===== src/rtl/move_stack.sv =====
// move_stack: per-ply LIFO move-list server for the depth-first traversal.
// Optional MOVE_STACK_STATS_EN adds peak_occupancy and drop_count outputs.
module move_stack #(
   parameter int MOVE_W  = 16,
   parameter int DEPTH   = 256,
   parameter int MAX_PLY = 16,
   localparam int AW     = $clog2(DEPTH),
   localparam int PW     = $clog2(MAX_PLY + 1)
) (
   input  logic              clk,
   input  logic              rst_n,
   input  logic              cmd_valid,
   output logic              cmd_ready,
   input  logic [1:0]        cmd_op,
   input  logic [MOVE_W-1:0] cmd_move,
   output logic              rsp_valid,
   input  logic              rsp_ready,
   output logic [MOVE_W-1:0] rsp_move,
   output logic              rsp_end,
   output logic [AW:0]       frame_count,
   output logic [PW-1:0]     ply,
   output logic              full,
`ifdef MOVE_STACK_STATS_EN
   output logic [AW:0]       peak_occupancy,
   output logic [15:0]       drop_count,
`endif
   output logic              err_overflow,
   output logic              err_ply,
   output logic              err_underflow
);

   typedef enum logic [1:0] {IDLE, READ, RESP} state_t;

   localparam logic [1:0] OP_PUSH  = 2'd0;
   localparam logic [1:0] OP_OPEN  = 2'd1;
   localparam logic [1:0] OP_NEXT  = 2'd2;
   localparam logic [1:0] OP_CLOSE = 2'd3;

   state_t state_q, state_d;

   logic [MOVE_W-1:0] mem [DEPTH];
   logic [AW:0]       base   [MAX_PLY+1];
   logic [AW:0]       cursor [MAX_PLY+1];
   logic [AW:0]       wr_ptr;
   logic [AW-1:0]     rd_addr;
   logic [PW-1:0]     ply_up;

   logic accept, avail, top_open, at_max;
   logic do_push, push_drop, do_open, open_drop;
   logic do_close, close_drop, do_next;

   assign accept     = cmd_valid && cmd_ready;
   assign top_open   = (ply != '0);
   assign at_max     = (ply == PW'(MAX_PLY));
   assign ply_up     = ply + 1'b1;
   assign avail      = top_open && (cursor[ply] < wr_ptr);
   assign full       = (wr_ptr == (AW+1)'(DEPTH));
   assign frame_count = top_open ? (wr_ptr - base[ply]) : '0;

   assign do_push    = accept && cmd_op == OP_PUSH && !full && top_open;
   assign push_drop  = accept && cmd_op == OP_PUSH && (full || !top_open);
   assign do_open    = accept && cmd_op == OP_OPEN && !at_max;
   assign open_drop  = accept && cmd_op == OP_OPEN && at_max;
   assign do_close   = accept && cmd_op == OP_CLOSE && top_open;
   assign close_drop = accept && cmd_op == OP_CLOSE && !top_open;
   assign do_next    = accept && cmd_op == OP_NEXT;

   // State register for the response FSM.
   always_ff @(posedge clk) begin
      if (!rst_n) state_q <= IDLE;
      else        state_q <= state_d;
   end

   // Next state and handshake outputs.
   always_comb begin
      state_d   = state_q;
      cmd_ready = 1'b0;
      rsp_valid = 1'b0;
      unique case (state_q)
         IDLE: begin
            cmd_ready = 1'b1;
            if (cmd_valid && cmd_op == OP_NEXT)
               state_d = avail ? READ : RESP;
         end
         READ: state_d = RESP;
         RESP: begin
            rsp_valid = 1'b1;
            if (rsp_ready) state_d = IDLE;
         end
         default: state_d = IDLE;
      endcase
   end

   // Move storage and per-frame base/cursor; not reset.
   always_ff @(posedge clk) begin
      if (do_push) mem[wr_ptr[AW-1:0]] <= cmd_move;
      if (do_open) begin
         base[ply_up]   <= wr_ptr;
         cursor[ply_up] <= wr_ptr;
      end
      if (do_next && avail) cursor[ply] <= cursor[ply] + 1'b1;
   end

   // Stack pointers, response data and sticky error flags.
   always_ff @(posedge clk) begin
      if (!rst_n) begin
         wr_ptr        <= '0;
         ply           <= '0;
         rd_addr       <= '0;
         rsp_move      <= '0;
         rsp_end       <= 1'b0;
         err_overflow  <= 1'b0;
         err_ply       <= 1'b0;
         err_underflow <= 1'b0;
      end else begin
         if (do_push)    wr_ptr <= wr_ptr + 1'b1;
         if (push_drop)  err_overflow <= 1'b1;
         if (do_open)    ply <= ply_up;
         if (open_drop)  err_ply <= 1'b1;
         if (do_close) begin
            wr_ptr <= base[ply];
            ply    <= ply - 1'b1;
         end
         if (close_drop) err_underflow <= 1'b1;
         if (do_next) begin
            if (avail) begin
               rd_addr <= cursor[ply][AW-1:0];
            end else begin
               rsp_move <= '0;
               rsp_end  <= 1'b1;
            end
         end
         if (state_q == READ) begin
            rsp_move <= mem[rd_addr];
            rsp_end  <= 1'b0;
         end
      end
   end

`ifdef MOVE_STACK_STATS_EN
   // High-water mark of the stack and saturating dropped-PUSH count.
   always_ff @(posedge clk) begin
      if (!rst_n) begin
         peak_occupancy <= '0;
         drop_count     <= '0;
      end else begin
         if (wr_ptr > peak_occupancy) peak_occupancy <= wr_ptr;
         if (push_drop && drop_count != 16'hFFFF)
            drop_count <= drop_count + 1'b1;
      end
   end
`endif

endmodule


===== config.mk =====
export PLATFORM = sky130hd
export DESIGN_NAME = move_stack
export DESIGN_NICKNAME = d
export VERILOG_FILES = /design/src/rtl/move_stack.sv
export SDC_FILE = /design/constraint.sdc
export NUM_CORES = 2
export LEC_CHECK = 0
export ABC_AREA = 0
export ABC_CLOCK_PERIOD_IN_PS = 7800
export CORE_MARGIN = 2
export CORE_UTILIZATION = 50
export CTS_BUF_LIST = sky130_fd_sc_hd__clkbuf_8
export DETAILED_ROUTE_END_ITERATION = 7
export PLACE_DENSITY = 0.65
export SLEW_MARGIN = 20
export SYNTH_ARGS = -nofsm -noshare
export SYNTH_HDL_FRONTEND = slang
export SYNTH_MEMORY_MAX_BITS = 65536
export SYNTH_SLANG_ARGS = --single-unit

===== constraint.sdc =====
create_clock -name clk -period 7.8 [get_ports clk]
set_clock_uncertainty 0.15 [all_clocks]
set_input_delay 2.34 -clock clk [delete_from_list [all_inputs] [get_ports clk]]
set_output_delay 2.34 -clock clk [all_outputs]
set_load 0.05 [all_outputs]

==> metrics.txt <==
Syn Area/Cell 21.37 sq um; post-synth top area share 76.59%; H-tree depth 6; Post-Route WL 452,400 microns; Top FF cell, synth edfxtp_1; syn nets 8,126; Syn Inst Count 8,076; Die Span X 591.5 microns; CTS max path bufs 4; setup TNS 0 ns; warnings from Yosys 0; worst r2r path cells 14; VDD IR-drop max 0.0001643 V; Setup crit start kind flip-flop; most instantiated library cell after synthesis edfxtp_1; first-pass GRT wire length 641,100 microns; CP delay by family, top multiplexers; Sink Count 4,459; Period Utilization, post-route 96.82%; outcome finished, final reports clean; PD cells 238.0 nW/um^2; Slew headroom 11.89%; core area 343,300 sq um; top cells by area, synth edfxtp_1 (77%), mux4_2 (13%), mux2i_1 (2.7%); most instantiated cells after synthesis edfxtp_1 (4,402), mux4_2 (995), mux2i_1 (461); largest net degree at the start of global routing 192; maxcap violations 0; Setup violations, final 0; via-per-instance ratio 6.278; GPL Wtd Cong 0.8948; cts hold-fix bufs 0; Net count, final 8,851; Pins Over Slew Limit 0; TritonRoute pass-1 iters 6; register area share after synthesis 77.25%; Worst Path Max Fanout 9; Setup WS post-layout 0.2480 ns; CP Data Required Time 5.31 ns; CTS tree yes; placement row count 215; setup slack at placement 1.013 ns; critical path cell sequence mux4_2 -> mux4_2 -> mux2i_1 -> ha_1 -> nor2b_1 -> o21ai_0 -> a21oi_1 -> o21ai_0 -> a21oi_1 -> o21ai_0 -> a21oi_1 -> nor3b_1 -> buf_4; GR Overflow Total 0; Synth Cell Area 172,600 sq um; Wirelength per Cell 32.52 microns; clock slew at reported path FFs 0.06 ns; actual slew at the worst max-slew pin 1.313 ns; die area 349,900 sq um; CTS root buf clkbuf_8; crit end category output port; cell area after placement 180,600 sq um; hold path depth 2; antenna-violating nets left 0; Peak Freq 132.4 MHz; WHS 0.3309 ns; Synth async-reset ratio 0%; Min-Delay Path Class flip-flop to flip-flop; crit-path max cell delay 0.53 ns; clk_lat worst skew 1.24 ns; final instance area 193,300 sq um; antenna violations before repair 24; Initial Utilization 50.28%; I/O pins 59; Max stage delay cell, worst path mux4_2; Distinct cells, synth 73; # port buffers 58; Final Critical Period 7.552 ns; final-report hold violation count 0; TritonCTS Buffers 690; dpl hpwl 264,600 microns; share of cells above drive strength 1 26.48%; die height 591.5 microns; static leakage 58.75 nW; vias in the first global route 87,317; remaining routing DRC violations 0; Crit Path Class flip-flop to output port; Initial DRC Count 11,851; largest area contributor in the netlist edfxtp_1; Synth-to-Final Area Change 11.97%; gr usage total 25.75%; EDFF count, synth 4,402; Crit path depth 13; routed vias 87,342; Worst Path Arrival 5.06 ns; final-layout fill cell count 25,358; setup repair after global routing missed its margin no; Buffers & Inverters on Critical Path 1; Yosys reg bits 4,459
## registers in the layout, summed over array words and instances, names as in the netlist, named ones only
signal and flops:
err_underflow 1, mem 4096, base 153, ply 5, rd_addr 8, wr_ptr 9, rsp_move 16, rsp_end 1
state_q 2, err_overflow 1, cursor 153, err_ply 1
## cell usage in the layout, fill, tap and decap left out, drive strengths merged, types with 57 or more instances in the layout
| cell | n |
|---|---|
| mux2i | 461 |
| o22ai | 104 |
| a21oi | 182 |
| nor2 | 391 |
| mux4 | 995 |
| edfxtp | 4402 |
| dfxtp | 57 |
| clkbuf | 707 |
| clkinv | 274 |
| nand2 | 171 |
| o221ai | 141 |
| nor3 | 58 |
| buf | 452 |
| o21ai | 134 |
| inv | 269 |
## logic make-up after synthesis
group / after synthesis / synth area share (%)
AOI/OAI and AO/OA: 775 / 3.042
xor gates and xnor gates: 22 / 0.1116
DFF: 4459 / 77.25
buffers and inverters: 496 / 1.422
muxes: 1494 / 15.91
adders and majority gates: 28 / 0.2073
and+or+nand+nor: 802 / 2.063
## tightest hold or removal path, stage by stage (launching register included)
cell and delay, ns:
dfxtp_1 0.33, nand2_1 0.06, o21ai_0 0.06
## stage by stage
stage | util [%] | power, mW | instances
3_5_place_dp | 52.61 | 28.61 | 12658
2_1_floorplan | - | 27.70 | 8076
3_3_place_gp | 52.60 | 28.58 | 12658
6_report | 56.30 | 46.00 | 13912
5_1_grt | 56.29 | 47.37 | 13904
4_1_cts | 56.25 | 46.25 | 13895
## what timing repair did
item | 4_1_cts | 5_1_grt
buffers inserted | 1 | 6
endpoints found under the setup margin | 3 | 2
resized for setup | 1 | 0
gates cloned | 0 | 0
## layer usage
layer | vias to the layer above | part of all wire (%) | routed length [microns] | GRT usage [%]
li1 | 35510 | - | - | -
met1 | 46130 | 39 | 174900 | 35.70
met2 | 4873 | 47 | 214400 | 40.42
met3 | 817 | 10 | 45730 | 5.710
met4 | 12 | 3.8 | 17100 | 9.545
met5 | - | 0.049 | 221 | 0.3517
## cell type report
cell class	count	area [sq um]	area share (%)
well taps	4557	5702	2.950
clock inverters	532	2775	1.436
clock buffers	704	9689	5.014
diodes	10	25.02	0.01295
flip-flops and latches	4459	133400	69.01
multi-input cells	3121	37200	19.25
repair buffers	494	4374	2.263
inverters	35	133.9	0.06928
## where the power goes
| part | leakage, nW | switching [mW] | internal, mW |
|---|---|---|---|
| combinational | 11.5 | 1.22 | 0.529 |
| sequential | 40.1 | 0.0345 | 26.3 |
| clock | 7.15 | 9.10 | 8.77 |
## worst paths after layout
path                                                  to  slack (ns)                startpoint
worst max-delay path                      frame_count[7]        0.25                 flip-flop
worst min-delay path            rsp_move[6]$_SDFFE_PN0P_        0.33  rsp_move[6]$_SDFFE_PN0P_
worst max register to register    cursor[9][7]$_DFFE_PP_        1.51                 flip-flop
worst min register to register  rsp_move[6]$_SDFFE_PN0P_        0.33  rsp_move[6]$_SDFFE_PN0P_
No activity file was read; power rests on OpenSTA's default activity.
